$ cat config.mk
export PLATFORM = sky130hd
export DESIGN_NAME = seq_signed_divider
export DESIGN_NICKNAME = d
export VERILOG_FILES = /design/src/rtl/seq_divider_pkg.sv /design/src/rtl/seq_signed_divider_step.sv /design/src/rtl/seq_signed_divider.sv
export SDC_FILE = /design/constraint.sdc
export NUM_CORES = 1
export LEC_CHECK = 0
export CAP_MARGIN = 20
export CORE_MARGIN = 1.5
export CORE_UTILIZATION = 43
export CTS_CLUSTER_SIZE = 16
export DETAILED_ROUTE_END_ITERATION = 10
export DONT_BUFFER_PORTS = 1
export PLACE_DENSITY = 0.56
export SLEW_MARGIN = 25
export SYNTH_ARGS = -nofsm -noshare
export SYNTH_HDL_FRONTEND = slang
export SYNTH_HIERARCHICAL = 1
export SYNTH_SLANG_ARGS = --single-unit
$ cat constraint.sdc
create_clock -name clk -period 4.1 [get_ports clk]
set_input_delay 0.82 -clock clk [delete_from_list [all_inputs] [get_ports clk]]
set_output_delay 0.82 -clock clk [all_outputs]
set_load 0.01 [all_outputs]
$ cat src/rtl/seq_divider_pkg.sv
// Shared types and helpers for the sequential signed divider.
// Helpers work on a 32-bit container; callers zero-extend and truncate to their width.
package seq_divider_pkg;

  localparam int DEFAULT_WIDTH = 16;
  localparam int MAX_WIDTH     = 32;

  typedef enum logic [1:0] {
    IDLE = 2'd0,
    CALC = 2'd1,
    FIX  = 2'd2,
    DONE = 2'd3
  } state_e;

  function automatic logic [MAX_WIDTH-1:0] negate(input logic [MAX_WIDTH-1:0] x);
    return ~x + 32'd1;
  endfunction

  // Two's complement magnitude when neg is the operand's sign bit.
  function automatic logic [MAX_WIDTH-1:0] cond_negate(input logic [MAX_WIDTH-1:0] x,
                                                       input logic                 neg);
    return neg ? negate(x) : x;
  endfunction

endpackage

$ cat src/rtl/seq_signed_divider_step.sv
// One restoring-division step: shift in the next dividend bit, subtract the
// divisor magnitude when it fits.
module div_restore_step #(
  parameter int WIDTH = 16
) (
  input  logic [WIDTH-1:0] rem_i,
  input  logic             bit_i,
  input  logic [WIDTH-1:0] dvs_i,
  output logic [WIDTH-1:0] rem_o,
  output logic             q_o
);

  logic [WIDTH:0] shifted;

  // The partial remainder is always below the divisor, so the result fits in WIDTH bits
  // and the subtraction can be done modulo 2^WIDTH.
  always_comb begin
    shifted = {rem_i, bit_i};
    q_o     = (shifted >= {1'b0, dvs_i});
    rem_o   = shifted[WIDTH-1:0] - (q_o ? dvs_i : '0);
  end

endmodule

$ cat src/rtl/seq_signed_divider.sv
// Multi-cycle signed divider: magnitudes are divided one quotient bit per clock,
// then signs are restored. valid/ready handshakes on both sides.
module seq_signed_divider
  import seq_divider_pkg::*;
#(
  parameter int WIDTH = DEFAULT_WIDTH
) (
  input  logic             clk,
  input  logic             rst_n,
  input  logic             in_valid,
  output logic             in_ready,
  input  logic [WIDTH-1:0] dividend,
  input  logic [WIDTH-1:0] divisor,
  output logic             out_valid,
  input  logic             out_ready,
  output logic [WIDTH-1:0] quotient,
  output logic [WIDTH-1:0] remainder,
  output logic             div_by_zero,
  output logic             overflow,
  output state_e           dbg_state
);

  // Handshake: a transfer happens on a rising edge where valid && ready. in_ready is
  // high exactly in IDLE; out_valid and results hold until the consumer takes them.

  localparam int CW = $clog2(WIDTH);

  state_e           state_q, state_d;
  logic [CW-1:0]    cnt_q, cnt_d;
  logic [WIDTH-1:0] dvd_q, dvd_d;
  logic [WIDTH-1:0] dvs_q, dvs_d;
  logic [WIDTH-1:0] rem_q, rem_d;
  logic [WIDTH-1:0] quot_q, quot_d;
  logic [WIDTH-1:0] remo_q, remo_d;
  logic             qsign_q, qsign_d;
  logic             rsign_q, rsign_d;
  logic             dz_q, dz_d;
  logic             ov_q, ov_d;
  logic             out_valid_q, out_valid_d;

  logic [WIDTH-1:0] step_rem;
  logic             step_bit;

  // dvd_q holds the dividend magnitude and fills with quotient bits from the LSB.
  div_restore_step #(.WIDTH(WIDTH)) u_step (
    .rem_i (rem_q),
    .bit_i (dvd_q[WIDTH-1]),
    .dvs_i (dvs_q),
    .rem_o (step_rem),
    .q_o   (step_bit)
  );

  always_comb begin
    state_d     = state_q;
    cnt_d       = cnt_q;
    dvd_d       = dvd_q;
    dvs_d       = dvs_q;
    rem_d       = rem_q;
    quot_d      = quot_q;
    remo_d      = remo_q;
    qsign_d     = qsign_q;
    rsign_d     = rsign_q;
    dz_d        = dz_q;
    ov_d        = ov_q;
    out_valid_d = out_valid_q;

    case (state_q)
      IDLE: begin
        if (in_valid) begin
          dvd_d   = WIDTH'(cond_negate(32'(dividend), dividend[WIDTH-1]));
          dvs_d   = WIDTH'(cond_negate(32'(divisor), divisor[WIDTH-1]));
          qsign_d = dividend[WIDTH-1] ^ divisor[WIDTH-1];
          rsign_d = dividend[WIDTH-1];
          dz_d    = (divisor == '0);
          ov_d    = (dividend == {1'b1, {(WIDTH-1){1'b0}}}) && (divisor == '1);
          rem_d   = '0;
          cnt_d   = CW'(WIDTH-1);
          state_d = (divisor == '0) ? FIX : CALC;
        end
      end
      CALC: begin
        dvd_d = {dvd_q[WIDTH-2:0], step_bit};
        rem_d = step_rem;
        if (cnt_q == '0) begin
          state_d = FIX;
        end else begin
          cnt_d = cnt_q - CW'(1);
        end
      end
      FIX: begin
        if (dz_q) begin
          quot_d = '1;
          remo_d = WIDTH'(cond_negate(32'(dvd_q), rsign_q));
        end else begin
          quot_d = WIDTH'(cond_negate(32'(dvd_q), qsign_q));
          remo_d = WIDTH'(cond_negate(32'(rem_q), rsign_q));
        end
        state_d = DONE;
      end
      DONE: begin
        // out_valid follows the result registers by one clock.
        if (!out_valid_q) begin
          out_valid_d = 1'b1;
        end else if (out_ready) begin
          out_valid_d = 1'b0;
          state_d     = IDLE;
        end
      end
      default: state_d = IDLE;
    endcase
  end

  always_ff @(posedge clk or negedge rst_n) begin
    if (!rst_n) begin
      state_q     <= IDLE;
      cnt_q       <= '0;
      dvd_q       <= '0;
      dvs_q       <= '0;
      rem_q       <= '0;
      quot_q      <= '0;
      remo_q      <= '0;
      qsign_q     <= 1'b0;
      rsign_q     <= 1'b0;
      dz_q        <= 1'b0;
      ov_q        <= 1'b0;
      out_valid_q <= 1'b0;
    end else begin
      state_q     <= state_d;
      cnt_q       <= cnt_d;
      dvd_q       <= dvd_d;
      dvs_q       <= dvs_d;
      rem_q       <= rem_d;
      quot_q      <= quot_d;
      remo_q      <= remo_d;
      qsign_q     <= qsign_d;
      rsign_q     <= rsign_d;
      dz_q        <= dz_d;
      ov_q        <= ov_d;
      out_valid_q <= out_valid_d;
    end
  end

  assign in_ready    = (state_q == IDLE);
  assign out_valid   = out_valid_q;
  assign quotient    = quot_q;
  assign remainder   = remo_q;
  assign div_by_zero = dz_q;
  assign overflow    = ov_q;
  assign dbg_state   = state_q;

endmodule

==> out/qor.yml <==
outcome:
  outcome: "finished clean"
sta:
  finalHoldViolations: 0
  fmax_ghz: 0.2575
  worstMarginPinSlew_ns: 0.9641
  skew_ns: 0.007981
  grt_setup_unrepaired: "yes"
  slew_viol_final: 0
  period_needed_ns: 3.884
  final-setup-viol-count: 0
  slew_headroom: 0.3573
  timing.final.crit_share: 0.9473
  setup_tns_ns: 0
synthesis:
  syn_inst: 755
  synth_nets: 835
  yosysTopAreaCell: "dfrtp_1"
  async_reset_ff_frac: 1.000
  ys.flop_type: "dfrtp_1"
  synth_cell_types: 68
  yosysWarnings: 6
  synth_edf_count: 0
  synth_top_area_frac: 0.3433
  synthMostInstantiatedCell: "dfrtp_1"
  synth_area_um2: 6634
  ys_seq_elements: 91
  synth_commonest_cells: "dfrtp_1 (91), nand2_1 (88), o21ai_0 (59), nor2_1 (56), xor2_1 (51)"
  ys_top_cells_by_area: "dfrtp_1 (34%), ha_1 (8.1%), xor2_1 (6.7%)"
  yosysSeqAreaShare: 0.3433
  syn_area_per_cell_um2: 8.787
clock_tree:
  ctsHtreeMaxLevel: 3
  cts_made_buffers: 9
  root_buffer: "clkbuf_16"
  cts_sinks: 91
  clock_latency_ns: 0.35
  clk_pin_slew_ns: 0.07
  cts_tree: "built"
  clock_path_buffers: 2
  cts-hold-fix-buffers: 0
pwr:
  p_per_area_nw_per_um2: 943.1
  p_leak_nw: 3.127
  total_power_mw: 6.798
  ir_drop_uv: 438.7
die:
  start_util: 0.4380
  core_area_um2: 15150
  die_area_um2: 16180
  fp.dieH_um: 127.2
  io_pins: 74
  num_rows: 45
  dieWidth_um: 127.2
drt:
  wl_per_cell_um: 18.43
  ant_nets: 0
  vias: 5512
  drc: 0
  drtIter0Drc: 353
  via_per_inst: 5.845
  firstDrtPassIters: 5
  totalWireLength_um: 17380
place:
  postPlaceCellArea_um2: 6838
  io_buffers: 0
  dp_hpwl_um: 13090
  place_inst: 923
  gp_congestion: 0.8755
final_layout:
  drive_gt1_frac: 0.1007
  nNetsFinal: 830
  final_area_um2: 7208
  diodes: 0
  stdcell_count: 943
  syn2layout_area_growth_pct: 8.657
  final.fill_count: 1469
setup_path:
  max_stage_delay_ns: 0.51
  cp_max_fo: 8
  cp.depth: 15
  cp_num_buf_inv: 1
  cp_cell_sequence: "ha_1, a21o_1, a211oi_1, o21ai_2, buf_6, nand2_1, ha_4, a21o_1, a21oi_4, nor2_1, a211o_1, o31a_1, o21a_1, o311ai_2, a22o_1"
  end_kind: "flip-flop"
  slowest_stage: "a211oi_1"
  crit_arrival_ns: 4.18
  critPathMostFrequentCell: "a21o_1"
  cpLargestDelayFamily: "compound AO/OA/AOI/OAI gates"
  reg2reg_depth: 15
  path_class: "flip-flop to flip-flop"
  cp.required_ns: 4.39
  cp-start-kind: "flip-flop"
global_route:
  grt_use_total: 0.2222
  grt_pass1_vias: 5429
  grt_overflow: 0
  antenna_found_initial: 0
  grt_pass1_wl_um: 28330
  grt_max_degree: 92
job:
  max_cap_viol_count: 0
hold_path:
  hold_class: "primary input to asynchronous set/reset pin"
-- per-stage QoR --
step	utilization	hold slack, ns	setup slack, ns
2_1_floorplan	-	0.4672	0.2111
3_3_place_gp	0.4515	0.5057	0.1519
3_5_place_dp	0.4515	0.5117	0.05446
4_1_cts	0.4704	0.1396	0.03182
5_1_grt	0.4759	0.1321	-0.009357
6_report	0.4759	0.1526	0.2159
-- flip-flops by register name, summed over array words and instances, names as in the netlist --
name         count
dvd_q           16
dvs_q           16
quotient        16
rem_q           16
remainder       16
cnt_q            4
dbg_state        2
div_by_zero      1
out_valid        1
overflow         1
qsign_q          1
rsign_q          1
-- area by class of cell --
class / instances / area [um2] / area share
clock inverters: 6 / 47.55 / 0.006596
inverters: 45 / 168.9 / 0.02343
clock buffers: 10 / 239.0 / 0.03315
repair buffers: 24 / 183.9 / 0.02552
flip-flops and latches: 91 / 2277 / 0.3159
multi-input cells: 579 / 4056 / 0.5627
well taps: 188 / 235.2 / 0.03263
-- routing by layer --
layer	wire [um]	global-route usage
met1	8453	0.3138
met3	989	0.05151
met4	211	0.05615
met2	7727	0.3449
met5	0	0
-- cell usage in the layout (no fill, tap or decap), drive strengths merged, types with 3 or more instances in the layout --
master,count
inv,45
nand2b,5
nor2,56
nand3,15
a211oi,3
nor4,4
mux2i,14
a31oi,13
o31ai,15
xnor2,25
nor3,8
clkbuf,10
a221o,5
a21boi,4
o21ai,63
ha,43
buf,24
or3,11
mux2,7
a22o,17
o21a,4
a21o,7
a221oi,4
nand4,5
a21oi,39
nand2,88
or4,7
dfrtp,91
or2,4
nor2b,7
xor2,51
o22ai,3
o221ai,6
clkinv,5
o41ai,16
-- final timing paths --
kind | from | endpoint | slack [ns]
min in group clk | dvs_q[8]$_DFFE_PN0P_ | dvs_q[8]$_DFFE_PN0P_ | 0.52
min | rst_n | rem_q[7]$_DFFE_PN0P_ | 0.15
max reg2reg | rem_q[13]$_DFFE_PN0P_ | rem_q[14]$_DFFE_PN0P_ | 0.22
min reg2reg | dvs_q[8]$_DFFE_PN0P_ | dvs_q[8]$_DFFE_PN0P_ | 0.52
max in group asynchronous | rst_n | cnt_q[0]$_DFFE_PN0P_ | 3.82
max | rem_q[13]$_DFFE_PN0P_ | rem_q[14]$_DFFE_PN0P_ | 0.22
-- kinds of logic (layout without fill, tap and decap cells) --
| kind of cell | count (synthesis) | after routing | share of synthesized area |
|---|---|---|---|
| xor+xnor | 76 | 76 | 0.1003 |
| compound gates | 215 | 215 | 0.2226 |
| mux | 22 | 22 | 0.03640 |
| buf+inv | 85 | 85 | 0.05337 |
| simple gates | 222 | 222 | 0.1599 |
| flops | 91 | 91 | 0.3433 |
| fa+ha+maj | 44 | 44 | 0.08412 |
-- report_power, final --
| group | internal [mW] | switching, mW |
|---|---|---|
| clock network | 0.433 | 0.374 |
| registers | 1.31 | 0.612 |
| logic | 1.79 | 2.27 |
| total | 3.54 | 3.26 |
-- timing repair --
item | 4_1_cts | 5_1_grt
setup buffers | 0 | 4
gates resized for setup | 0 | 13
endpoints found under the setup margin | 0 | 7
No activity file was read; power rests on OpenSTA's default activity.
